===== src/rtl/midi_note_decoder_pkg.sv =====
// Shared MIDI definitions.
//   note_status_t : OFF/ON
//   note_change_t : {status, key[6:0], velocity[6:0]}, 15 bits packed
//   MIDI_*        : status-nibble and byte-class constants
package midi_note_decoder_pkg;

  typedef enum logic {
    OFF = 1'b0,
    ON  = 1'b1
  } note_status_t;

  typedef struct packed {
    note_status_t status;
    logic [6:0]   key;
    logic [6:0]   velocity;
  } note_change_t;

  localparam logic [3:0] MIDI_NOTE_OFF = 4'h8;
  localparam logic [3:0] MIDI_NOTE_ON  = 4'h9;
  localparam logic [7:0] MIDI_RT_MIN   = 8'hF8;
  localparam logic [7:0] MIDI_SYS_MIN  = 8'hF0;

endpackage


===== src/rtl/midi_note_decoder_if.sv =====
// MIDI byte in / note event out bundle.
//   midi_byte, midi_byte_valid : byte stream from the UART receiver
//   note, note_ready           : decoded event towards the polyphony dispatcher
// Handshake: both directions are pure strobes with no ready/backpressure. A
// byte is consumed in every cycle midi_byte_valid=1; note is meaningful in
// the cycle note_ready=1 and is held until the next event.
interface midi_note_decoder_if;
  import midi_note_decoder_pkg::*;

  logic [7:0]   midi_byte;
  logic         midi_byte_valid;
  note_change_t note;
  logic         note_ready;

  // master: byte source / event sink; slave: the decoder
  modport master (output midi_byte, output midi_byte_valid,
                  input  note,      input  note_ready);
  modport slave  (input  midi_byte, input  midi_byte_valid,
                  output note,      output note_ready);
endinterface


===== src/rtl/midi_note_decoder.sv =====
// MIDI note decoder: turns the received MIDI byte stream into note events.
// Handles running status, velocity-0 Note On as Note Off, channel filtering
// and real-time bytes (which are ignored without disturbing anything).
//   clock_50_000_000 : system clock
//   reset_l          : asynchronous active-low reset
//   bus (slave)      : midi_byte/midi_byte_valid in, note/note_ready out
//   dbg_state        : current FSM state encoding
module midi_note_decoder
  import midi_note_decoder_pkg::*;
#(
  parameter logic [3:0] CHANNEL = 4'd0,
  parameter bit         OMNI    = 1'b0
) (
  input  logic                 clock_50_000_000,
  input  logic                 reset_l,
  midi_note_decoder_if.slave   bus,
  output logic [2:0]           dbg_state
);

  typedef enum logic [2:0] {
    IDLE     = 3'd0,
    WAIT_KEY = 3'd1,
    WAIT_VEL = 3'd2,
    SKIP1    = 3'd3,
    SKIP2_A  = 3'd4,
    SKIP2_B  = 3'd5
  } state_t;

  state_t       state_q,      state_d;
  logic         run_on_q,     run_on_d;     // running status type: 1 = Note On
  logic [6:0]   key_q,        key_d;
  note_change_t note_q,       note_d;
  logic         note_ready_q, note_ready_d;

  logic [7:0] byte_in;
  logic [3:0] hi_nib;
  logic       ch_match;

  assign byte_in  = bus.midi_byte;
  assign hi_nib   = byte_in[7:4];
  assign ch_match = OMNI || (byte_in[3:0] == CHANNEL);

  always_comb begin
    state_d      = state_q;
    run_on_d     = run_on_q;
    key_d        = key_q;
    note_d       = note_q;
    note_ready_d = 1'b0;

    if (bus.midi_byte_valid) begin
      if (byte_in >= MIDI_RT_MIN) begin
        // real-time: leave everything untouched
      end else if (byte_in >= MIDI_SYS_MIN) begin
        // system common kills running status; later data is stray
        state_d = IDLE;
      end else if (byte_in[7]) begin
        // channel status: aborts any partial message
        if ((hi_nib == MIDI_NOTE_OFF || hi_nib == MIDI_NOTE_ON) && ch_match) begin
          run_on_d = (hi_nib == MIDI_NOTE_ON);
          state_d  = WAIT_KEY;
        end else if (hi_nib == 4'hC || hi_nib == 4'hD) begin
          state_d = SKIP1;
        end else begin
          // An/Bn/En, or note messages for another channel
          state_d = SKIP2_A;
        end
      end else begin
        unique case (state_q)
          WAIT_KEY: begin
            key_d   = byte_in[6:0];
            state_d = WAIT_VEL;
          end
          WAIT_VEL: begin
            note_d.status   = (run_on_q && byte_in[6:0] != 7'd0) ? ON : OFF;
            note_d.key      = key_q;
            note_d.velocity = byte_in[6:0];
            note_ready_d    = 1'b1;
            state_d         = WAIT_KEY;
          end
          SKIP2_A: state_d = SKIP2_B;
          SKIP2_B: state_d = SKIP2_A;
          SKIP1:   state_d = SKIP1;
          default: state_d = IDLE;
        endcase
      end
    end
  end

  always_ff @(posedge clock_50_000_000 or negedge reset_l) begin
    if (!reset_l) begin
      state_q      <= IDLE;
      run_on_q     <= 1'b0;
      key_q        <= 7'd0;
      note_q       <= '0;
      note_ready_q <= 1'b0;
    end else begin
      state_q      <= state_d;
      run_on_q     <= run_on_d;
      key_q        <= key_d;
      note_q       <= note_d;
      note_ready_q <= note_ready_d;
    end
  end

  assign bus.note       = note_q;
  assign bus.note_ready = note_ready_q;
  assign dbg_state      = state_q;

endmodule

===== src/flat_wrapper.sv =====
// flat-port wrapper written by rule: the top's interface ports become plain ports
module midi_note_decoder_flat import midi_note_decoder_pkg::*;
#(
  parameter logic [3:0] CHANNEL = 4'd0,
  parameter bit         OMNI    = 1'b0
)
  (clock_50_000_000, reset_l, dbg_state, bus_midi_byte, bus_midi_byte_valid, bus_note, bus_note_ready);
  midi_note_decoder_if bus_i ();
  input  logic clock_50_000_000;
  input  logic reset_l;
  output logic [2:0] dbg_state;
  input wire logic [$bits(bus_i.midi_byte)-1:0] bus_midi_byte;
  input wire logic [$bits(bus_i.midi_byte_valid)-1:0] bus_midi_byte_valid;
  output wire logic [$bits(bus_i.note)-1:0] bus_note;
  output wire logic [$bits(bus_i.note_ready)-1:0] bus_note_ready;
  assign bus_i.midi_byte = bus_midi_byte;
  assign bus_i.midi_byte_valid = bus_midi_byte_valid;
  assign bus_note = bus_i.note;
  assign bus_note_ready = bus_i.note_ready;
  midi_note_decoder #(.CHANNEL(CHANNEL), .OMNI(OMNI)) u_core (.clock_50_000_000(clock_50_000_000), .reset_l(reset_l), .bus(bus_i), .dbg_state(dbg_state));
endmodule

===== config.mk =====
export PLATFORM = sky130hd
export DESIGN_NAME = midi_note_decoder_flat
export DESIGN_NICKNAME = d
export VERILOG_FILES = /design/src/rtl/midi_note_decoder_pkg.sv /design/src/rtl/midi_note_decoder_if.sv /design/src/rtl/midi_note_decoder.sv /design/src/flat_wrapper.sv
export SDC_FILE = /design/constraint.sdc
export NUM_CORES = 1
export LEC_CHECK = 0
export ABC_AREA = 1
export BUFFER_PORTS_ARGS = -buffer_cell sky130_fd_sc_hd__buf_2
export CORE_MARGIN = 2
export CORE_UTILIZATION = 55
export CTS_BUF_LIST = sky130_fd_sc_hd__clkbuf_16
export CTS_CLUSTER_SIZE = 12
export DETAILED_ROUTE_END_ITERATION = 10
export PLACE_DENSITY = 0.81
export SYNTH_ARGS = -nofsm -noshare
export SYNTH_HDL_FRONTEND = slang
export SYNTH_SLANG_ARGS = --single-unit

===== constraint.sdc =====
create_clock -name clock_50_000_000 -period 2.3 [get_ports clock_50_000_000]
set_clock_uncertainty 0.2 [all_clocks]
set_input_delay 0.575 -clock clock_50_000_000 [delete_from_list [all_inputs] [get_ports clock_50_000_000]]
set_output_delay 0.575 -clock clock_50_000_000 [all_outputs]
set_load 0.02 [all_outputs]

Word level (Yosys, flattened, before mapping) --
Cells that the tools add are included.
Storage, ports and cells: flip-flop bits (word level) 27, word-level logic and storage cells 42, output and inout port bits 19, input port bits 11
Operators by class: reduce and logical (&&, ||, !) cells 10, multiplexer cells 11, bitwise gates (word level) 3, equality and inequality tests 9, $lt $le $gt $ge 2
Operator list (number):
- $eq 4x4->1 const B | 4
- $ge 8x8->1 const B | 2
- $pmux 3 s5 | 1
- $reduce_and 5->1 | 3
- $mux 3 | 4
- $reduce_bool 7->1 | 1
- $eq 3x2->1 const B | 2
- $eq 3x3->1 const B | 2
- $mux 1 | 6
- $logic_not 4->1 | 1
- $eq 3x1->1 const B | 1
- $not 1->1 | 3
- $logic_and 1x1->1 | 2
- $logic_or 1x1->1 | 2
- $reduce_and 2->1 | 1

Longest topological paths before layout --
word-level depth 6, mapped depth 7, depth with buffers taken out 7

Worst setup path before layout --
OpenSTA, ideal clock, no wires.
kind input port to flip-flop, start point input bus_midi_byte[7], end point register u_core.key_q[5], stages 5, setup slack 857 ps, arrival time 1122 ps, path buffers 1, data required time 1979 ps, library setup time 121 ps, path through nor2_1 nand3_2 buf_6 nand2_1 o21ai_2
Between the ends: longest elaborated chain between the ends 3, elaborated cells on any way between the ends 6, those cells by class order compare: 2; bitwise: 3; reduce/logical: 1
Ends and longest elaborated chain:
- from (decl) | line flat_wrapper.sv:12 | input wire logic [$bits(bus_i.midi_byte)-1:0] bus_midi_byte;
- $ge 8x8->1 (on tied branches) | line midi_note_decoder.sv:51, midi_note_decoder.sv:53
- $not 1->1 (no source line)
- $reduce_and 5->1 (no source line) (*)
- to (signal assigned) | line midi_note_decoder.sv:99 | key_q <= key_d;
- to (decl) | line midi_note_decoder.sv:31 | logic [6:0] key_q, key_d;
Every way passes the cells marked *; elsewhere a longest branch is shown, timed or not. A chain may end at the register's enable or synchronous reset.

Worst setup path in the final report --
start point register u_core.state_q[1], in the netlist u_core.dbg_state[1], end point register u_core.note_q, in the netlist u_core.bus.note[12]
Between the ends: longest elaborated chain between the ends 2
Ends and longest elaborated chain:
- from (decl) | line midi_note_decoder.sv:29 | state_t state_q, state_d;
- from (signal assigned) | line midi_note_decoder.sv:97 | state_q <= state_d;
- $eq 3x2->1 | line midi_note_decoder.sv:68 | unique case (state_q)
- $reduce_and 5->1 (no source line)
- to (signal assigned) | line midi_note_decoder.sv:100 | note_q <= note_d;
- to (decl) | line midi_note_decoder.sv:32 | note_change_t note_q, note_d;
No other way between the ends.

==> impl_metrics.json <==
{
  "vdd_ir_drop_max_uv": 553,
  "port_buffers": 29,
  "fin_cells": 198,
  "tightest_slew_ns": 0.578,
  "fill_cells": 162,
  "clock_latency_ns": 0.25,
  "relSlewSlack_pct": 61.5,
  "slowest_stage": "dfrtp_1",
  "min_period_ns": 1.78,
  "cp_top_family": "simple AND/OR/NAND/NOR gates",
  "synth_common_cells": "nand2_1 (58), dfrtp_1 (27), inv_1 (11)",
  "drive_above_1_share_pct": 26.9,
  "grt_pass1_wl_mm": 4.41,
  "postCtsSetupRepairBufs": 0,
  "synth_top_family_by_area": "simple AND/OR/NAND/NOR gates",
  "muxShareOfSynthArea_pct": 0,
  "hold_buffers": 0,
  "synth_nets": 152,
  "crit_fanout": 24,
  "setup-tns-final_ns": 0,
  "diodes": 0,
  "leakage_nw": 0.822,
  "synth-simple-area-share_pct": 26.8,
  "cts_buffer_depth": 2,
  "grt_use_total_pct": 22.1,
  "synth_fa_ha_area_share_pct": 0,
  "finalHoldViolCount": 0,
  "grt_max_degree": 28,
  "avgViaCountPerCell": 5.23,
  "die_height_um": 51.0,
  "drt-pass1-iter-count": 4,
  "vias": 1035,
  "cts_resized": 0,
  "cp.depth": 6,
  "setup_viol": 0,
  "start_kind": "flop",
  "rsz0062_at_grt": "no",
  "dieArea_sq_um": 2600,
  "grt_pass1_vias": 1038,
  "timing.rr.end": "u_core.bus.note[12]",
  "max_stage_delay_ns": 0.45,
  "arrival_ns": 1.72,
  "cp-startpoint": "u_core.dbg_state[1]",
  "synth_seq_cells": 27,
  "cts_tree": "done",
  "drt-initial-drc-count": 8,
  "netlist_area_sq_um": 1210,
  "nNetsFinal": 183,
  "dp_cells": 194,
  "synth_compound_area_share_pct": 10.9,
  "r2r_setup_slack_ns": 0.52,
  "cp-end-kind": "flop",
  "path_class": "reg -> reg",
  "crit_required_ns": 2.24,
  "post_dp_cell_area_sq_um": 1360,
  "critPathBufInv": 2,
  "path_clk_slew_ns": 0.06,
  "synth_edf_count": 0,
  "core_area_sq_um": 2020,
  "crit_chain": "nand2_1 > inv_1 > nand3_2 > clkinv_1 > nand2_1 > nand2_1",
  "dp_hpwl_mm": 1.83,
  "ant_nets": 0,
  "post_drt_wl_per_cell_um": 12.4,
  "min_period_over_period_pct": 77.5,
  "gp_congestion": 0.845,
  "antenna_found_initial": 0,
  "die_x_um": 51.0,
  "async_reset_ff_share_pct": 100,
  "cap_violations": 0,
  "yosysSeqAreaShare_pct": 55.7,
  "synth_cells": 141,
  "yosys.area_share.xor_xnor_pct": 0,
  "synthTopCellsByArea": "dfrtp_1 (56%), nand2_1 (18%), o21ai_2 (7.2%)",
  "slew_viol_final": 0,
  "start_util_pct": 60.0,
  "fin_util_pct": 71.2,
  "synth.distinct_cells": 17,
  "clock-root-buffer": "clkbuf_16",
  "yosys.area.top_type": "dfrtp_1",
  "finalPower_w": 0.00155,
  "wl_mm": 2.46,
  "yosys_warnings": 0,
  "crit_top_cell": "nand2_1",
  "grt-ovfl-total": 0,
  "reg2reg_depth": 6,
  "hold_class": "in -> async",
  "synthFlopType": "dfrtp_1",
  "htreeDepth": 1,
  "synth_top_area_share_pct": 55.7,
  "drc": 0,
  "yosysMostFrequentCell": "nand2_1",
  "rows": 16,
  "crit_path_end": "u_core.bus.note[12]",
  "cts_sinks": 27,
  "r2r_start": "u_core.dbg_state[1]",
  "synth.avg_cell_area_sq_um": 8.60,
  "p_per_area_nw_per_um2": 1080,
  "area_growth_pct": 18.8,
  "fmax_mhz": 561,
  "ios": 30,
  "cts_buffers": 3,
  "status": "finished, final reports clean",
  "final_cell_area_sq_um": 1440
}
[registers in the layout, summed over array words and instances (netlist names)]
name	flops
u_core.bus.note_ready	1
u_core.bus.note	15
u_core.run_on_q	1
u_core.dbg_state	3
u_core.key_q	7
[kinds of logic (layout without fill, tap and decap cells)]
logic type / count (synthesis) / count (layout)
compound gates: 19 / 19
buf+inv: 16 / 46
flops: 27 / 27
simple gates: 79 / 79
[report_power, final]
| group | internal (W) | leakage, nW | total (W) | switching (W) |
|---|---|---|---|---|
| Sequential | 0.000625 | 0.353 | 0.000709 | 0.0000844 |
| Combinational | 0.000166 | 0.427 | 0.000463 | 0.000298 |
| Clock | 0.000232 | 0.0423 | 0.000379 | 0.000147 |
| Total | 0.00102 | 0.822 | 0.00155 | 0.000529 |
[per-stage QoR]
step,setup slack [ns],hold WS [ns]
2_1_floorplan,0.857,0.0794
3_3_place_gp,0.380,0.260
3_5_place_dp,0.313,0.260
4_1_cts,0.509,0.140
5_1_grt,0.326,0.155
6_report,0.517,0.116
[routing by layer]
layer,up-vias,wire (um),track usage (%)
li1,509,-,-
met1,489,1030,26.9
met2,35,1290,41.1
met3,2,125,2.63
met4,0,10,5.41
met5,-,0,0
[final cells by class]
type / count / area (sq um) / share of cell area [%]
Clock buffer: 3 / 75.1 / 5.21
Clock inverter: 1 / 3.75 / 0.261
Inverter: 13 / 48.8 / 3.39
Multi-Input combinational cell: 98 / 458 / 31.8
Sequential cell: 27 / 676 / 46.9
Tap cell: 27 / 33.8 / 2.35
Timing Repair Buffer: 29 / 145 / 10.1
[worst min-delay path by stage]
| stage | end | cells after the start | slack, ns |
|---|---|---|---|
| after global routing | u_core.bus.note[7] | 1 | 0.16 |
| final | u_core.bus.note[8] | 1 | 0.12 |
| after global placement | u_core.run_on_q | 2 | 0.26 |
| after CTS | u_core.bus.note[8] | 1 | 0.14 |
| after detailed placement | u_core.bus.note[11] | 2 | 0.26 |
| after floorplan | u_core.bus.note[0] | 0 | 0.08 |
[placed cells by master, fill, tap and decap left out]
cell type / Yosys / layout
o21ai_2: 10 / 10
inv_1: 11 / 12
nand2_1: 58 / 58
nor2_2: 1 / 1
clkbuf_16: 0 / 3
o21ai_0: 4 / 4
inv_2: 1 / 1
clkinv_1: 1 / 1
nor3_1: 2 / 2
o21ai_1: 4 / 4
a21oi_1: 1 / 1
nand3_1: 3 / 3
buf_2: 0 / 29
dfrtp_1: 27 / 27
nand4_1: 3 / 3
nor2_1: 10 / 10
nand3_2: 2 / 2
(Power assumes the default switching activity.)
